===== src/rtl/dlx_pkg.sv =====
// DLX instruction-format constants and field packing shared by the
// instruction encoder and decoder.
package dlx_pkg;

  localparam logic [1:0] FMT_R   = 2'd0;
  localparam logic [1:0] FMT_I   = 2'd1;
  localparam logic [1:0] FMT_J   = 2'd2;
  localparam logic [1:0] FMT_RSV = 2'd3;

  localparam logic [5:0] OP_SPECIAL = 6'h00;
  localparam logic [5:0] OP_J       = 6'h02;
  localparam logic [5:0] OP_JAL     = 6'h03;
  localparam logic [5:0] OP_BEQZ    = 6'h04;
  localparam logic [5:0] OP_BNEZ    = 6'h05;
  localparam logic [5:0] OP_ADDI    = 6'h08;
  localparam logic [5:0] OP_SUBI    = 6'h0A;
  localparam logic [5:0] OP_ANDI    = 6'h0C;
  localparam logic [5:0] OP_ORI     = 6'h0D;
  localparam logic [5:0] OP_XORI    = 6'h0E;
  localparam logic [5:0] OP_LW      = 6'h23;
  localparam logic [5:0] OP_SW      = 6'h2B;

  localparam int OP_LSB   = 26;
  localparam int RS1_LSB  = 21;
  localparam int RS2_LSB  = 16;
  localparam int RDR_LSB  = 11;
  localparam int RDI_LSB  = 16;
  localparam int FUNC_LSB = 0;

  typedef logic [31:0] word_t;

  function automatic word_t encode(
    input logic [1:0]  fmt,
    input logic [5:0]  op,
    input logic [4:0]  rs1,
    input logic [4:0]  rs2,
    input logic [4:0]  rd,
    input logic [5:0]  func,
    input logic [25:0] imm
  );
    word_t w;
    w = '0;
    case (1'b1)
      fmt == FMT_R: w = {op, rs1, rs2, rd, 5'b0, func};
      fmt == FMT_I: w = {op, rs1, rd, imm[15:0]};
      fmt == FMT_J: w = {op, imm};
      default:      w = '0;
    endcase
    return w;
  endfunction

  // Logical immediates are zero-extended; the rest sign-extend.
  function automatic logic imm_ok(
    input logic [5:0]  op,
    input logic [25:0] imm
  );
    if (op inside {OP_ANDI, OP_ORI, OP_XORI})
      return imm[25:16] == 10'd0;
    return imm[25:16] == {10{imm[15]}};
  endfunction

endpackage


===== src/rtl/dlx_inst_encoder_if.sv =====
// Field-set input and instruction-memory write bus of the
// DLX instruction encoder.
interface dlx_inst_encoder_if #(
  parameter int ADDR_W = 10,
  parameter int CNT_W  = 3
);
  logic              in_valid;
  logic              in_ready;
  logic [1:0]        in_fmt;
  logic [5:0]        in_op;
  logic [4:0]        in_rs1;
  logic [4:0]        in_rs2;
  logic [4:0]        in_rd;
  logic [5:0]        in_func;
  logic [25:0]       in_imm;
  logic              mem_we;
  logic [ADDR_W-1:0] mem_addr;
  logic [31:0]       mem_wdata;
  logic              mem_ack;
  logic [CNT_W-1:0]  count;
  logic              err;

  modport master (
    output in_valid, in_fmt, in_op,
    output in_rs1, in_rs2, in_rd,
    output in_func, in_imm, mem_ack,
    input  in_ready, mem_we, mem_addr,
    input  mem_wdata, count, err
  );

  modport slave (
    input  in_valid, in_fmt, in_op,
    input  in_rs1, in_rs2, in_rd,
    input  in_func, in_imm, mem_ack,
    output in_ready, mem_we, mem_addr,
    output mem_wdata, count, err
  );
endinterface


===== src/rtl/inst_fifo.sv =====
// Synchronous word FIFO with flush; head reads zero when empty,
// pushes when full and pops when empty are dropped.
module inst_fifo #(
  parameter int W     = 32,
  parameter int DEPTH = 4
) (
  input  logic                     clk,
  input  logic                     rst,
  input  logic                     flush,
  input  logic                     push,
  input  logic                     pop,
  input  logic [W-1:0]             din,
  output logic [W-1:0]             head,
  output logic [$clog2(DEPTH):0]   count
);
  localparam int PW = $clog2(DEPTH);
  localparam int CW = PW + 1;
  localparam logic [CW-1:0] FULL = CW'(DEPTH);

  logic [W-1:0]  mem_q [DEPTH];
  logic [PW-1:0] wr_q, wr_d;
  logic [PW-1:0] rd_q, rd_d;
  logic [CW-1:0] cnt_q, cnt_d;
  logic          do_push, do_pop;

  assign do_push = push && (cnt_q != FULL);
  assign do_pop  = pop && (cnt_q != '0);

  always_comb begin
    wr_d  = wr_q;
    rd_d  = rd_q;
    cnt_d = cnt_q;
    if (flush) begin
      wr_d  = '0;
      rd_d  = '0;
      cnt_d = '0;
    end else begin
      if (do_push) wr_d = wr_q + PW'(1);
      if (do_pop)  rd_d = rd_q + PW'(1);
      unique case ({do_push, do_pop})
        2'b10:   cnt_d = cnt_q + CW'(1);
        2'b01:   cnt_d = cnt_q - CW'(1);
        default: cnt_d = cnt_q;
      endcase
    end
  end

  always_ff @(posedge clk or posedge rst) begin
    if (rst) begin
      wr_q  <= '0;
      rd_q  <= '0;
      cnt_q <= '0;
    end else begin
      wr_q  <= wr_d;
      rd_q  <= rd_d;
      cnt_q <= cnt_d;
    end
  end

  always_ff @(posedge clk) begin
    if (do_push && !flush) mem_q[wr_q] <= din;
  end

  assign head  = (cnt_q == '0) ? '0 : mem_q[rd_q];
  assign count = cnt_q;

endmodule


===== src/rtl/dlx_inst_encoder.sv =====
// Packs DLX fields into R/I/J words and streams them to memory.
// Optional I-immediate range check: DLX_INST_ENC_RANGE_CHECK_EN.
module dlx_inst_encoder
  import dlx_pkg::*;
#(
  parameter int DEPTH     = 4,
  parameter int ADDR_W    = 10,
  parameter int BASE_ADDR = 0
) (
  input logic              clk,
  input logic              rst,
  input logic              restart,
  dlx_inst_encoder_if.slave bus
);
  localparam int CW = $clog2(DEPTH) + 1;
  localparam logic [ADDR_W-1:0] BASE = ADDR_W'(BASE_ADDR);

  logic [ADDR_W-1:0] addr_q, addr_d;
  logic              err_q, err_d;
  logic [CW-1:0]     cnt;
  word_t             word, head;
  logic              xfer, rsv, push, pop, bad;

  assign bus.in_ready = (cnt != CW'(DEPTH)) && !restart;
  assign xfer = bus.in_valid && bus.in_ready;
  assign rsv  = bus.in_fmt == FMT_RSV;
  assign push = xfer && !rsv;
  assign pop  = bus.mem_we && bus.mem_ack && !restart;

  assign word = encode(bus.in_fmt, bus.in_op,
                       bus.in_rs1, bus.in_rs2, bus.in_rd,
                       bus.in_func, bus.in_imm);

`ifdef DLX_INST_ENC_RANGE_CHECK_EN
  // Out-of-range immediates still go out truncated.
  assign bad = push && (bus.in_fmt == FMT_I)
            && !imm_ok(bus.in_op, bus.in_imm);
`else
  assign bad = 1'b0;
`endif

  always_comb begin
    addr_d = addr_q;
    err_d  = err_q;
    if (restart) begin
      addr_d = BASE;
      err_d  = 1'b0;
    end else begin
      if (pop) addr_d = addr_q + ADDR_W'(1);
      if ((xfer && rsv) || bad) err_d = 1'b1;
    end
  end

  always_ff @(posedge clk or posedge rst) begin
    if (rst) begin
      addr_q <= BASE;
      err_q  <= 1'b0;
    end else begin
      addr_q <= addr_d;
      err_q  <= err_d;
    end
  end

  inst_fifo #(
    .W     (32),
    .DEPTH (DEPTH)
  ) u_fifo (
    .clk   (clk),
    .rst   (rst),
    .flush (restart),
    .push  (push),
    .pop   (pop),
    .din   (word),
    .head  (head),
    .count (cnt)
  );

  assign bus.mem_we    = cnt != '0;
  assign bus.mem_wdata = head;
  assign bus.mem_addr  = addr_q;
  assign bus.count     = cnt;
  assign bus.err       = err_q;

endmodule

===== src/flat_wrapper.sv =====
// flat-port wrapper written by rule: the top's interface ports become plain ports
module dlx_inst_encoder_flat import dlx_pkg::*;
#(
  parameter int DEPTH     = 4,
  parameter int ADDR_W    = 10,
  parameter int BASE_ADDR = 0
)
  (clk, rst, restart, bus_in_valid, bus_in_fmt, bus_in_op, bus_in_rs1, bus_in_rs2, bus_in_rd, bus_in_func, bus_in_imm, bus_mem_ack, bus_in_ready, bus_mem_we, bus_mem_addr, bus_mem_wdata, bus_count, bus_err);
  dlx_inst_encoder_if #(.ADDR_W(ADDR_W)) bus_i ();
  input logic clk;
  input logic rst;
  input logic restart;
  input wire logic [$bits(bus_i.in_valid)-1:0] bus_in_valid;
  input wire logic [$bits(bus_i.in_fmt)-1:0] bus_in_fmt;
  input wire logic [$bits(bus_i.in_op)-1:0] bus_in_op;
  input wire logic [$bits(bus_i.in_rs1)-1:0] bus_in_rs1;
  input wire logic [$bits(bus_i.in_rs2)-1:0] bus_in_rs2;
  input wire logic [$bits(bus_i.in_rd)-1:0] bus_in_rd;
  input wire logic [$bits(bus_i.in_func)-1:0] bus_in_func;
  input wire logic [$bits(bus_i.in_imm)-1:0] bus_in_imm;
  input wire logic [$bits(bus_i.mem_ack)-1:0] bus_mem_ack;
  output wire logic [$bits(bus_i.in_ready)-1:0] bus_in_ready;
  output wire logic [$bits(bus_i.mem_we)-1:0] bus_mem_we;
  output wire logic [$bits(bus_i.mem_addr)-1:0] bus_mem_addr;
  output wire logic [$bits(bus_i.mem_wdata)-1:0] bus_mem_wdata;
  output wire logic [$bits(bus_i.count)-1:0] bus_count;
  output wire logic [$bits(bus_i.err)-1:0] bus_err;
  assign bus_i.in_valid = bus_in_valid;
  assign bus_i.in_fmt = bus_in_fmt;
  assign bus_i.in_op = bus_in_op;
  assign bus_i.in_rs1 = bus_in_rs1;
  assign bus_i.in_rs2 = bus_in_rs2;
  assign bus_i.in_rd = bus_in_rd;
  assign bus_i.in_func = bus_in_func;
  assign bus_i.in_imm = bus_in_imm;
  assign bus_i.mem_ack = bus_mem_ack;
  assign bus_in_ready = bus_i.in_ready;
  assign bus_mem_we = bus_i.mem_we;
  assign bus_mem_addr = bus_i.mem_addr;
  assign bus_mem_wdata = bus_i.mem_wdata;
  assign bus_count = bus_i.count;
  assign bus_err = bus_i.err;
  dlx_inst_encoder #(.DEPTH(DEPTH), .ADDR_W(ADDR_W), .BASE_ADDR(BASE_ADDR)) u_core (.clk(clk), .rst(rst), .restart(restart), .bus(bus_i));
endmodule

===== config.mk =====
export PLATFORM = sky130hd
export DESIGN_NAME = dlx_inst_encoder_flat
export DESIGN_NICKNAME = d
export VERILOG_FILES = /design/src/rtl/dlx_pkg.sv /design/src/rtl/dlx_inst_encoder_if.sv /design/src/rtl/inst_fifo.sv /design/src/rtl/dlx_inst_encoder.sv /design/src/flat_wrapper.sv
export SDC_FILE = /design/constraint.sdc
export NUM_CORES = 1
export LEC_CHECK = 0
export ABC_AREA = 1
export BUFFER_PORTS_ARGS = -buffer_cell sky130_fd_sc_hd__buf_2
export CORE_MARGIN = 10
export CORE_UTILIZATION = 56
export DETAILED_ROUTE_END_ITERATION = 8
export PLACE_DENSITY = 0.9
export RECOVER_POWER = 100
export SLEW_MARGIN = 0
export SYNTH_ARGS = -nofsm -noshare
export SYNTH_HDL_FRONTEND = slang
export SYNTH_HIERARCHICAL = 1
export SYNTH_SLANG_ARGS = --single-unit

===== constraint.sdc =====
create_clock -name clk -period 3.5 [get_ports clk]
set_input_delay 0.7 -clock clk [delete_from_list [all_inputs] [get_ports clk]]
set_output_delay 0.7 -clock clk [all_outputs]
set_load 0.005 [all_outputs]

==> impl_results.md <==
* Overall Global Routing Usage at 0.197
* Post-detailed-route via-to-cell ratio at 5.61
* Placement-stage worst setup slack at ~750 ps
* Aggregate negative setup slack at 0 ps
* Residual DRC count at 0
* Max-cap check violation count at 0
* Remaining global-route overflow at 0
* Total length of routed met2 wires at just under 8000 um
* Kind of cell with the highest combined delay on the critical path: buffers and inverters
* Crit path setup slack, layout at 411 ps
* Final antenna-violating net count at 0
* Category of the critical setup timing path: flop to output port
* Post-Synthesis Cells at 631
* Pwr per Cell Area at 510 nW/um2
* CTS H-tree lvls at 4
* Number of distinct library cell variants in the gate-level netlist after synthesis at 31
* Mean area per synthesized cell at 10.4 um2
* Achievable frequency at ~0.32 GHz
* Clock transition at the registers of the reported paths at 60 ps
* Run status: completed
* Boundary pin count at roughly 110
* Maximum fanout along the worst path at between 50 and 60
* Endpoint of the worst-slack reg-to-reg timing path: u_core/u_fifo/mem_q[2][19]
* Netlist area before placement at between 6000 and 7000 um2
* Number of CTS-inserted buffers at 17
* Syn Nets at between 600 and 700
* Commonest cells in the synthesized netlist: sky130_fd_sc_hd__nor2_1 (158), sky130_fd_sc_hd__edfxtp_1 (128), sky130_fd_sc_hd__nand2_1 (83), sky130_fd_sc_hd__o21ai_1 (51), sky130_fd_sc_hd__inv_1 (42)
* Layout-stage area growth over the synthesis result at 16.4%
* Number of antenna violations at the first check in global routing at 0
* RSZ-0062 raised after global routing: false
* Area share of the largest cell type after synthesis at 0.588
* Wire length per cell at roughly 18 um
* Kind of capture point of the worst setup path: output port
* Design Power at a little under 4 mW
* Async set-or-reset flop fraction in the synthesized netlist at 0.123
* Ordered cell list for the critical path: inv_2, clkbuf_2, o21ai_0, a21oi_1, clkbuf_1
* Reg2reg path depth at 9
* DRC violation total after the first TritonRoute iteration at 730
* Count of warnings emitted by yosys at 6
* Remaining max-slew budget at the tightest pin at 0.425
* Largest area contributor in the netlist: sky130_fd_sc_hd__edfxtp_1
* Number of rows created at floorplan at 39
* Number of global-route vias before repair at ~5100
* Final core occ at 0.666
* Layout fillers at 870
* Antenna diode count at 0
* Deepest clock path buffer count at 2
* Wire length of the first global-routing pass at around 26000 um
* Sequential cell area in the final layout at about 4300 um2
* Clk sink count at about 150
* Primary FF master, synth: sky130_fd_sc_hd__edfxtp_1
* DR pass1 iterations at 5
* Max Clock Skew at roughly 6 ps
* Post-CTS resize count at 0
* Largest net degree at the start of global routing at 66
* Sequential area share after synthesis at 0.657
* Die Width at around 130 um
* Highest metal layer with signal wires: met4
* Final routed wirelength across all metal layers at roughly 16000 um
* Clock tree from TritonCTS: built
* Min cycle time layout at roughly 3100 ps
* Slowest CP cell: sky130_fd_sc_hd__inv_2
* Layout Nets at 806
* Die footprint at between 15000 and 20000 um2
* Met3 wirelength from detailed routing at 1270 um
* RePlAce Congestion at just over 0.8
* Arrival time of the worst setup path at ~2400 ps
* Number of setup buffers added after CTS at 0
* Worst EP required at ~2800 ps
* CTS root buf: sky130_fd_sc_hd__clkbuf_16
* Post-route clock period utilization at 0.882
* Crit path buffers/inverters at 3
* Post-synth EDFFs at ~130
* Vias at 5024
* Total routed wire length on the met1 layer at approximately 6500 um
* Clock Latency Late Sink at between 400 and 500 ps
* Final Hold Vio Count at 0
* Count of port buffers added during placement at around 110
* Flip-flop and latch count after synthesis at around 150
* Register-to-Register Setup Slack at about 490 ps
* Max-slew violation count at 0
* Cell with the most instances after synthesis: sky130_fd_sc_hd__nor2_1
* Slew of the pin with the lowest slew margin at between 800 and 900 ps
* Cell leakage power at about 3.0 nW
* Type of the worst min-delay path: input port to asynchronous set/reset pin
* Starting density of the core at 0.572
* Vertical die dimension at around 130 um
* Worst r2r src: u_core/u_fifo/count[0]
* Worst ir drop on vdd at ~0.00036 V
* Total core area at 11400 um2
* CTS hold repair buffers at 0
* Kind of start point of the critical path: flop
* Total setup violations reported at the end of the flow at 0
* Area occupied by multi-input gates at around 1900 um2
* Most area-consuming cells after synthesis: sky130_fd_sc_hd__edfxtp_1 (59%), sky130_fd_sc_hd__nor2_1 (9.1%), sky130_fd_sc_hd__dfrtp_1 (6.9%)
* Fraction of layout cells with a size suffix above 1 at 0.147
* Critical path's largest stage delay at between 600 and 700 ps
* Hpwl dp at around 11000 um
==> how the worst max path moves through the flow <==
stage,start,to,cells after the start
2_1_floorplan,restart,u_core/u_fifo/mem_q[0][0],7
3_3_place_gp,bus_in_fmt[0],u_core/u_fifo/mem_q[2][13],9
3_5_place_dp,bus_in_fmt[0],u_core/u_fifo/mem_q[2][13],9
4_1_cts,u_core/u_fifo/rd_q[1],bus_mem_wdata[0],6
5_1_grt,u_core/u_fifo/rd_q[0],bus_mem_wdata[1],5
6_report,u_core/u_fifo/rd_q[0],bus_mem_wdata[1],5
==> area by class of cell <==
type	instances	share of cell area
timing repair buffer	117	0.0706
multi-input combinational	411	0.245
inverter	47	0.0232
sequential	146	0.565
clock buffer	17	0.0559
tap	143	0.0235
clock inverter	15	0.0173
==> worst register-to-register path: cells and delay by family (launching register included) <==
family,cells,cell delay [ps]
AOI/OAI and AO/OA,1,190
buffers and inverters,2,820
DFF,1,470
and+or+nand+nor,6,1160
==> logic make-up after synthesis <==
| logic type | after synthesis | share of synthesized area |
|---|---|---|
| compound gates | 117 | 0.0936 |
| xor+xnor | 1 | 0.00134 |
| fa+ha+maj | 6 | 0.0126 |
| buf+inv | 74 | 0.0532 |
| flops | 146 | 0.657 |
| simple gates | 287 | 0.182 |
==> state kept, by name, summed over array words and instances (netlist names) <==
signal,count
u_core/u_fifo/count,3
u_core/bus.mem_addr,10
u_core/u_fifo/mem_q,128
u_core/u_fifo/wr_q,2
u_core/u_fifo/rd_q,2
u_core/bus.err,1
==> cells in the final DEF (no fill, tap or decap), types with 4 or more instances in the layout <==
cell type and count:
sky130_fd_sc_hd__a21oi_1 37, sky130_fd_sc_hd__nand3_1 26, sky130_fd_sc_hd__edfxtp_1 128, sky130_fd_sc_hd__buf_4 4, sky130_fd_sc_hd__clkbuf_1 47, sky130_fd_sc_hd__inv_1 43
sky130_fd_sc_hd__o21ai_1 48, sky130_fd_sc_hd__clkbuf_2 5, sky130_fd_sc_hd__dfrtp_1 17, sky130_fd_sc_hd__buf_2 61, sky130_fd_sc_hd__inv_6 4, sky130_fd_sc_hd__nor2_1 161
sky130_fd_sc_hd__a22o_1 5, sky130_fd_sc_hd__nand2_1 86, sky130_fd_sc_hd__clkbuf_16 17, sky130_fd_sc_hd__clkinv_1 4, sky130_fd_sc_hd__o21ai_0 27, sky130_fd_sc_hd__ha_1 5
==> routing by layer <==
metal  vias to the layer above  GRT usage
met5                         -          0
li1                       2349          -
met3                        45     0.0583
met4                         0     0.0907
met2                       280      0.321
met1                      2350      0.238
==> power breakdown <==
group	switching (mW)	total, mW	internal, mW
Clock	0.725	1.71	0.982
Sequential	0.00968	1.94	1.93
Combinational	0.160	0.233	0.0726
Total	0.895	3.88	2.98
==> per-stage QoR <==
stage | hold WS (ps) | instance area (um2) | std cells
after floorplan | 476 | 6540 | 631
after global placement | 482 | 7180 | 864
after detailed placement | 483 | 7180 | 864
after CTS | 216 | 7740 | 896
after global routing | 230 | 7600 | 896
final | 224 | 7600 | 896
Power figures use the tool's default switching activity.
